File: config.mk
export PLATFORM = sky130hd
export DESIGN_NAME = minimig_ctrl_regs_spi_flat
export DESIGN_NICKNAME = d
export VERILOG_FILES = /design/src/rtl/minimig_ctrl_regs_spi_if.sv /design/src/rtl/minimig_ctrl_regs_spi.sv /design/src/flat_wrapper.sv
export SDC_FILE = /design/constraint.sdc
export NUM_CORES = 1
export LEC_CHECK = 0
export BUFFER_PORTS_ARGS = -buffer_cell sky130_fd_sc_hd__buf_2
export CAP_MARGIN = 20
export CORE_UTILIZATION = 45
export DETAILED_ROUTE_END_ITERATION = 6
export GPL_ROUTABILITY_DRIVEN = 0
export GPL_TIMING_DRIVEN = 0
export PLACE_DENSITY = 0.81
export SLEW_MARGIN = 10
export SYNTH_ARGS = -nofsm -noshare
export SYNTH_HDL_FRONTEND = slang
export SYNTH_SLANG_ARGS = --single-unit
File: constraint.sdc
create_clock -name clk -period 4.7 [get_ports clk]
set_clock_uncertainty 0.1 [all_clocks]
set_input_delay 0.47 -clock clk [delete_from_list [all_inputs] [get_ports clk]]
set_output_delay 0.47 -clock clk [all_outputs]
set_load 0.005 [all_outputs]
File: src/rtl/minimig_ctrl_regs_spi_if.sv
`default_nettype none
// ============================================================================
// Module   : minimig_ctrl_regs_spi_if
// Brief    : Control-CPU 32-bit bus bundle for minimig_ctrl_regs_spi.
// Revision : 1.0
// ============================================================================
interface minimig_ctrl_regs_spi_if;
  logic        cs;
  logic        we;
  logic [31:0] adr;
  logic [3:0]  sel;
  logic [31:0] dat_w;
  logic [31:0] dat_r;
  logic        ack;

  modport master (output cs, we, adr, sel, dat_w, input dat_r, ack);
  modport slave  (input cs, we, adr, sel, dat_w, output dat_r, ack);
endinterface
`default_nettype wire

File: src/rtl/minimig_ctrl_regs_spi.sv
`default_nettype none
// ============================================================================
// Module   : minimig_ctrl_regs_spi
// Brief    : Control-register bus slave with embedded byte-wide SPI master.
//            Optional free-running ms timer enabled by CTRL_REGS_TIMER_EN.
// Revision : 1.0
// ============================================================================
module minimig_ctrl_regs_spi #(
  parameter logic [31:0] ID_VALUE    = 32'h4d494e49,
  parameter logic [7:0]  SPI_DIV_RST = 8'd1,
  parameter logic [15:0] TIMER_DIV   = 16'd50000
) (
  input  logic                     clk,
  input  logic                     rst_n,
  minimig_ctrl_regs_spi_if.slave   bus,
  output logic [7:0]               ctrl_out,
  output logic [3:0]               spi_cs_n,
  output logic                     spi_sck,
  output logic                     spi_mosi,
  input  logic                     spi_miso
);

  typedef enum logic [1:0] {
    ST_IDLE     = 2'd0,
    ST_XFER     = 2'd1,
    ST_FINISH   = 2'd2,
    ST_WAIT_LOW = 2'd3
  } state_t;

  state_t      state_q, state_d;
  logic        ack_q, ack_d;
  logic [31:0] dat_r_q, dat_r_d;
  logic [7:0]  ctrl_q, ctrl_d;
  logic [7:0]  div_q, div_d;
  logic [6:0]  csr_q, csr_d;
  logic [7:0]  rx_q, rx_d;
  logic [7:0]  tx_q, tx_d;
  logic [7:0]  rxsh_q, rxsh_d;
  logic        sck_q, sck_d;
  logic        mosi_q, mosi_d;
  logic [7:0]  hcnt_q, hcnt_d;
  logic [2:0]  falls_q, falls_d;

  logic [31:0] w_timer;
  logic [31:0] w_rdata;
  logic        w_wr_lane0;
  logic        w_spi_start;
  logic        unused_bits;

  assign unused_bits = ^{bus.adr[31:5], bus.adr[1:0], bus.dat_w[31:8], bus.sel[3:1]};

`ifdef CTRL_REGS_TIMER_EN
  logic [31:0] timer_q;
  logic [15:0] tdiv_q;
  logic        w_timer_clr;

  assign w_timer_clr = (state_q == ST_IDLE) && bus.cs && bus.we && (bus.adr[4:2] == 3'd2);
  assign w_timer     = timer_q;

  always_ff @(posedge clk or negedge rst_n) begin
    if (!rst_n) begin
      timer_q <= '0;
      tdiv_q  <= '0;
    end else if (w_timer_clr) begin
      timer_q <= '0;
      tdiv_q  <= '0;
    end else if (tdiv_q == TIMER_DIV - 16'd1) begin
      timer_q <= timer_q + 32'd1;
      tdiv_q  <= '0;
    end else begin
      tdiv_q  <= tdiv_q + 16'd1;
    end
  end
`else
  logic unused_timer_div;
  assign unused_timer_div = ^TIMER_DIV;
  assign w_timer          = '0;
`endif

  always_comb begin
    w_rdata = '0;
    case (bus.adr[4:2])
      3'd0:    w_rdata = ID_VALUE;
      3'd1:    w_rdata = {24'h0, ctrl_q};
      3'd2:    w_rdata = w_timer;
      3'd4:    w_rdata = {24'h0, div_q};
      3'd5:    w_rdata = {25'h0, csr_q};
      3'd6:    w_rdata = {24'h0, rx_q};
      default: w_rdata = '0;
    endcase
  end

  assign w_wr_lane0  = bus.cs && bus.we && bus.sel[0];
  // A data write with the enable clear completes like any plain register access.
  assign w_spi_start = w_wr_lane0 && (bus.adr[4:2] == 3'd6) && csr_q[6];

  always_comb begin
    state_d = state_q;
    ack_d   = 1'b0;
    dat_r_d = '0;
    ctrl_d  = ctrl_q;
    div_d   = div_q;
    csr_d   = csr_q;
    rx_d    = rx_q;
    tx_d    = tx_q;
    rxsh_d  = rxsh_q;
    sck_d   = sck_q;
    mosi_d  = mosi_q;
    hcnt_d  = hcnt_q;
    falls_d = falls_q;

    case (state_q)
      ST_IDLE: begin
        if (bus.cs) begin
          if (w_wr_lane0) begin
            case (bus.adr[4:2])
              3'd1:    ctrl_d = bus.dat_w[7:0];
              3'd4:    div_d  = bus.dat_w[7:0];
              3'd5:    csr_d  = bus.dat_w[6:0];
              default: ;
            endcase
          end
          if (w_spi_start) begin
            mosi_d  = bus.dat_w[7];
            tx_d    = {bus.dat_w[6:0], 1'b1};
            hcnt_d  = '0;
            falls_d = '0;
            state_d = ST_XFER;
          end else begin
            ack_d   = 1'b1;
            dat_r_d = bus.we ? 32'h0 : w_rdata;
            state_d = ST_WAIT_LOW;
          end
        end
      end

      ST_XFER: begin
        if (hcnt_q == div_q) begin
          hcnt_d = '0;
          sck_d  = ~sck_q;
          if (!sck_q) begin
            rxsh_d = {rxsh_q[6:0], spi_miso};
          end else begin
            // Shift in ones so mosi rests high once the byte is out.
            mosi_d  = tx_q[7];
            tx_d    = {tx_q[6:0], 1'b1};
            falls_d = falls_q + 3'd1;
            if (falls_q == 3'd7) begin
              rx_d    = rxsh_q;
              state_d = ST_FINISH;
            end
          end
        end else begin
          hcnt_d = hcnt_q + 8'd1;
        end
      end

      ST_FINISH: begin
        ack_d   = 1'b1;
        state_d = ST_WAIT_LOW;
      end

      ST_WAIT_LOW: begin
        if (!bus.cs) state_d = ST_IDLE;
      end

      default: state_d = ST_IDLE;
    endcase
  end

  always_ff @(posedge clk or negedge rst_n) begin
    if (!rst_n) begin
      state_q <= ST_IDLE;
      ack_q   <= 1'b0;
      dat_r_q <= '0;
      ctrl_q  <= '0;
      div_q   <= SPI_DIV_RST;
      csr_q   <= '0;
      rx_q    <= '0;
      tx_q    <= 8'hff;
      rxsh_q  <= '0;
      sck_q   <= 1'b0;
      mosi_q  <= 1'b1;
      hcnt_q  <= '0;
      falls_q <= '0;
    end else begin
      state_q <= state_d;
      ack_q   <= ack_d;
      dat_r_q <= dat_r_d;
      ctrl_q  <= ctrl_d;
      div_q   <= div_d;
      csr_q   <= csr_d;
      rx_q    <= rx_d;
      tx_q    <= tx_d;
      rxsh_q  <= rxsh_d;
      sck_q   <= sck_d;
      mosi_q  <= mosi_d;
      hcnt_q  <= hcnt_d;
      falls_q <= falls_d;
    end
  end

  assign bus.ack   = ack_q;
  assign bus.dat_r = dat_r_q;
  assign ctrl_out  = ctrl_q;
  assign spi_cs_n  = ~csr_q[3:0];
  assign spi_sck   = sck_q;
  assign spi_mosi  = mosi_q;

endmodule
`default_nettype wire

File: src/flat_wrapper.sv
// flat-port wrapper written by rule: the top's interface ports become plain ports
module minimig_ctrl_regs_spi_flat 
#(
  parameter logic [31:0] ID_VALUE    = 32'h4d494e49,
  parameter logic [7:0]  SPI_DIV_RST = 8'd1,
  parameter logic [15:0] TIMER_DIV   = 16'd50000
)
  (clk, rst_n, ctrl_out, spi_cs_n, spi_sck, spi_mosi, spi_miso, bus_cs, bus_we, bus_adr, bus_sel, bus_dat_w, bus_dat_r, bus_ack);
  minimig_ctrl_regs_spi_if bus_i ();
  input  logic clk;
  input  logic rst_n;
  output logic [7:0] ctrl_out;
  output logic [3:0] spi_cs_n;
  output logic spi_sck;
  output logic spi_mosi;
  input  logic spi_miso;
  input wire logic [$bits(bus_i.cs)-1:0] bus_cs;
  input wire logic [$bits(bus_i.we)-1:0] bus_we;
  input wire logic [$bits(bus_i.adr)-1:0] bus_adr;
  input wire logic [$bits(bus_i.sel)-1:0] bus_sel;
  input wire logic [$bits(bus_i.dat_w)-1:0] bus_dat_w;
  output wire logic [$bits(bus_i.dat_r)-1:0] bus_dat_r;
  output wire logic [$bits(bus_i.ack)-1:0] bus_ack;
  assign bus_i.cs = bus_cs;
  assign bus_i.we = bus_we;
  assign bus_i.adr = bus_adr;
  assign bus_i.sel = bus_sel;
  assign bus_i.dat_w = bus_dat_w;
  assign bus_dat_r = bus_i.dat_r;
  assign bus_ack = bus_i.ack;
  minimig_ctrl_regs_spi #(.ID_VALUE(ID_VALUE), .SPI_DIV_RST(SPI_DIV_RST), .TIMER_DIV(TIMER_DIV)) u_core (.clk(clk), .rst_n(rst_n), .bus(bus_i), .ctrl_out(ctrl_out), .spi_cs_n(spi_cs_n), .spi_sck(spi_sck), .spi_mosi(spi_mosi), .spi_miso(spi_miso));
endmodule
# == After elaboration in Yosys (flattened, before gate mapping) ==
# Cells that the tools add are included.
# word_totals
reg_bits,95
latchBits,0
ramBits,0
mem_bits_ro,0
input_bits,73
output_inout_bits,47
word_cells,82
memories,0
# classes
addsub,2
multipliers,0
div_mod_pow,0
n_lt_le_gt_ge,0
eq_ne,15
shifts,0
n_mux,34
bitwise,2
reduce_logical,16
# ops
op,n
one-hot mux 31 bit (5 select lines),1
two-way mux 32 bit,3
two-way mux 8 bit,7
one-hot mux 8 bit (2 select lines),2
two-way mux 31 bit,1
AND reduction 4 bit,4
"== test 3 bit, second input constant",4
two-way mux 2 bit,6
two-way mux 3 bit,4
AND reduction 5 bit,2
"adder 8 x 1 -> 8 bit, second input constant",1
== test 8 bit,1
"!= test 2 x 1 -> 1 bit, second input constant",4
one-hot mux 2 bit (4 select lines),1
two-way mux 1 bit,6
one-hot mux 3 bit (2 select lines),1
AND reduction 3 bit,2
"== test 2 bit, second input constant",2
logical AND 1 bit,4
"!= test 2 bit, second input constant",2
NOT 4 bit,1
one-hot mux 1 bit (2 select lines),2
"adder 3 x 1 -> 3 bit, second input constant",1
"== test 3 x 1 -> 1 bit, second input constant",1
other kinds (6),6

# == Depth between registers and ports, before layout ==
# logic_depth
depth_word,7
mapped_depth,9
mapped_depth_nobuf,7

# == Least setup slack after synthesis ==
# No wires, ideal clock.
# synth_timing
kind,reg-to-reg
from,register u_core.state_q[0]
to,"register u_core.mosi_q, in the netlist u_core.spi_mosi"
setup_ns,0.085
t_arrival_ns,2.023
t_required_ns,4.515
slack_ns,2.492
path_stages_with_launch,10
n_path_buf,2
synth_period_minus_slack_ns,2.208
path_cell_list,dfrtp_1 inv_1 ha_1 buf_2 nand4_2 o21a_1 a21oi_2 and2_1 buf_2 mux2_1
# synth_between
elab_chain_len,3
word_cells_on_any_way,9
classes_between,eq/ne: 5; mux: 1; reduce/logical: 3
# synth_rtl
element,line_no,source
from (decl),minimig_ctrl_regs_spi.sv:30,"state_t state_q, state_d;"
from (signal assigned),minimig_ctrl_regs_spi.sv:187,state_q <= state_d;
== test 2 x 1 -> 1 bit / zero test 2 bit (equally long branches),minimig_ctrl_regs_spi.sv:112,case (state_q)
"!= test 2 x 1 -> 1 bit (no line), or another cell as far along",-,
AND reduction 5 bit (no line),-,
to (signal assigned),minimig_ctrl_regs_spi.sv:197,mosi_q <= mosi_d;
to (decl),minimig_ctrl_regs_spi.sv:40,"logic mosi_q, mosi_d;"
# Parallel ways exist; a longest one is shown, timed or not.
# A chain may end at the register's enable or synchronous reset.

# == Final worst setup path ==
# Same ends and word-level chain as after synthesis.

==> impl_metrics.yaml <==
run_status:
  run_status: "finished clean"
floorplan:
  chipHeight_um: 92.0
  ios: 120
  floorplan.rows: 32
  die_area_mm2: 0.00847
  die_width_um: 92.0
  core_region_area_mm2: 0.00777
  start_util: 0.470
route:
  route.detailed.vias_per_inst: 5.33
  ant_nets: 0
  num_vias: 2706
  detailedRoute.firstPassIterationCount: 4
  post_drt_wl_per_cell_um: 15.5
  post-route-drc-count: 0
  drtIter0Drc: 186
  drt_wl_total_um: 7870
run:
  max_cap_viol_count: 0
synthesis:
  synth_sequential_area_ratio: 0.490
  synth_area_leader_cell: "dfrtp_1"
  synth.cell_area_mm2: 0.00365
  synth_ff_type: "dfrtp_1"
  synth-async-reset-ratio: 1.00
  synthTopCellsByArea: "dfrtp_1 (43%), mux2_2 (7.7%), dfstp_2 (6.5%), mux2_1 (5.2%), buf_4 (4.9%)"
  yosysUniqueCellTypes: 54
  synth_top_cell_area_share: 0.425
  yosys_register_bits: 71
  syn-instance-count: 328
  post_synth_edffs: 0
  synth.avg_cell_area_um2: 11.1
  yosys_warnings: 0
setup_path:
  endpoint_kind: "register"
  worstReg2RegEnd: "u_core.spi_mosi"
  worst-setup-path-type: "register to register"
  cell_with_the_biggest_individual_delay_on_the_critical_path: "dfrtp_1"
  rr_startpoint: "u_core.state_q[0]"
  endpoint_required_time_on_the_critical_path_ns: 4.87
  worst_setup_path_start_kind: "register"
  critical_path.n_buffers_inverters: 3
  reg2reg_setup_slack_ns: 2.03
  crit_fanout: 9
  critical_path_cell_count: 9
  critPathLaunch: "u_core.state_q[0]"
  critPathMostFrequentCell: "buf_2"
  path_delay_family: "compound AO/OA/AOI/OAI gates"
  critical-path-max-stage-delay_ns: 0.42
  worst-r2r-cell-count: 9
  worstPathCellList: "inv_1 > ha_1 > buf_2 > nand4_2 > o21a_1 > a21oi_2 > and2_1 > buf_2 > mux2_1"
  arrival_ns: 2.84
clocking:
  post_cts_clock_slew_at_the_launch_and_capture_registers_of_the_worst_setup_and_hold_paths_ns: 0.08
  h-tree-depth: 3
  numClockSinks: 71
  tritoncts: "built"
  clock_latency_ns: 0.35
  holdBufCountCts: 1
  cts-root-to-sink-buffers: 2
  clock_tree.root_cell: "clkbuf_8"
  cts.repair_timing.setup_buffer_count: 0
  tritoncts_buffers: 9
  postCtsResizedCells: 0
worst_hold_path:
  hp-start: "spi_miso"
  timing.hold.worst_path_depth: 2
  min_path_type: "input pin to register"
  hold_path_end: "u_core.rxsh_q[0]"
timing:
  whs_ns: 0.241
  report.final.setup_viol: 0
  achievable-frequency_mhz: 375
  fin_hold_viols: 0
  final.period_utilization: 0.567
  tightestPinTransition_ns: 0.776
  timing.setup.tns_ns: 0
  final-max-slew-violation-count: 0
  grt_setup_unrepaired: "false"
  post-route-min-period_ns: 2.67
  timing.max_slew.rel_slack: 0.480
placed_design:
  number_of_buffers_inserted_by_port_buffering: 48
  post-dp-hpwl_um: 5840
pwr:
  power_density_normalized_to_cell_area_mw_per_mm2: 484
  ir_drop_worst_case_vdd_v: 0.000267
  static-leakage-power_uw: 0.00221
grt:
  via_count_of_the_first_global_routing_pass: 2704
  track_usage: 0.204
  pin_count_of_the_biggest_net_entering_global_routing: 60
  global_route.overflow_total: 0
  grt_first_pass_wirelength_um: 13400
  antenna_violations_before_repair: 0
finish:
  syn_to_final_growth_pct: 17.8
  fin_nets: 481
  final_layout_size_suffix_gt1_frac: 0.337
  n_antenna_cell: 0
cell usage after synthesis (all sizes together) (3+ instances only):
library cell	count
a21oi	21
mux2i	15
xor2	8
mux2	42
buf	31
nor3b	4
clkbuf	5
a31oi	4
and3	3
nor3	4
nand2	21
ha	7
nand2b	3
inv	7
dfstp	9
nand3	13
dfrtp	62
nand4	3
nor4	3
nor2b	3
and2	3
o21ai	12
nor2	18
sequential cells by signal (all words and copies together) (netlist names):
signal and count:
u_core.div_q 8, u_core.ctrl_out 8, u_core.rxsh_q 8, u_core.rx_q 8, u_core.falls_q 3, u_core.spi_mosi 1
u_core.bus.ack 1, u_core.hcnt_q 8, u_core.state_q 2, u_core.spi_sck 1, u_core.tx_q 7, u_core.csr_q 7
u_core.bus.dat_r 9
worst reg2reg max path, delay by kind of cell, from the launching register on:
family          cells  cell delay, ns
compound gates      2            0.66
mux                 1            0.34
simple gates        2            0.45
fa+ha+maj           1            0.14
flops               1            0.42
buf+inv             3            0.48
layout make-up:
| cell class | count | area [µm²] |
|---|---|---|
| Fill cell | 662 | 3470 |
| Sequential cell | 71 | 1790 |
| Multi-Input combinational cell | 226 | 1650 |
| Timing Repair Buffer | 50 | 280 |
| Buffer | 36 | 230 |
| Clock buffer | 10 | 128 |
| Tap cell | 102 | 128 |
| Clock inverter | 6 | 68.8 |
| Inverter | 7 | 26.3 |
worst max-delay path by stage:
stage                                  to  slack [ns]
after floorplan           u_core.spi_mosi        2.49
after global placement    u_core.spi_mosi        2.15
after detailed placement  u_core.spi_mosi        2.07
after CTS                 u_core.spi_mosi        2.06
after global routing      u_core.spi_mosi        1.85
final                     u_core.spi_mosi        2.03
metrics by stage:
step,instances,cell area [µm²],setup WS (ns),total power [µW],util
6_report,508,4300,2.03,2080,0.553
5_1_grt,508,4300,1.85,2220,0.553
4_1_cts,508,4300,2.06,2090,0.553
3_5_place_dp,491,4090,2.07,1590,0.527
3_3_place_gp,490,4060,2.15,1550,0.523
2_1_floorplan,340,3690,2.49,1380,-
metal layers:
layer,share of wire,global-route usage,wire (µm)
met2,0.50,0.332,3930
met5,0,0,0
met3,0.049,0.0539,382
met4,0.016,0.0690,125
met1,0.44,0.263,3440
power by group:
group	switching (µW)	internal, µW	total (µW)
Sequential	122	780	903
Clock	244	249	493
Combinational	375	307	683
logic make-up after synthesis:
kind of cell	Yosys count	synth area share
compound gates	53	0.0881
xor+xnor	8	0.0192
fa+ha+maj	7	0.0240
buf+inv	43	0.0703
flops	71	0.490
mux	57	0.171
other cells	1	0.00103
simple gates	88	0.136
placed cells by master, fill, tap and decap left out, types with 2 or more instances in the layout:
master / netlist / layout
dfrtp_1: 62 / 62
buf_2: 4 / 51
mux2_2: 25 / 25
buf_4: 24 / 25
nand2_1: 21 / 21
a21oi_1: 20 / 20
nor2_1: 18 / 18
mux2_1: 17 / 17
mux2i_1: 15 / 15
conb_1: 1 / 13
nand3_1: 12 / 12
o21ai_0: 12 / 12
clkbuf_8: 0 / 9
dfstp_2: 9 / 9
xor2_1: 8 / 8
inv_1: 7 / 7
ha_1: 7 / 7
clkbuf_1: 5 / 6
a31oi_1: 4 / 4
nand2b_1: 3 / 3
buf_1: 3 / 3
nor2b_1: 3 / 3
and3_1: 3 / 3
nor3_1: 3 / 3
and2_1: 3 / 3
nand3b_1: 2 / 2
a221oi_1: 2 / 2
o22ai_1: 2 / 2
nor3b_1: 2 / 2
o21a_1: 2 / 2
o211ai_1: 2 / 2
nand4_1: 2 / 2
nor3b_2: 2 / 2
a22o_1: 2 / 2
inv_6: 0 / 2
Note: power is estimated with default switching activity, not from simulation.
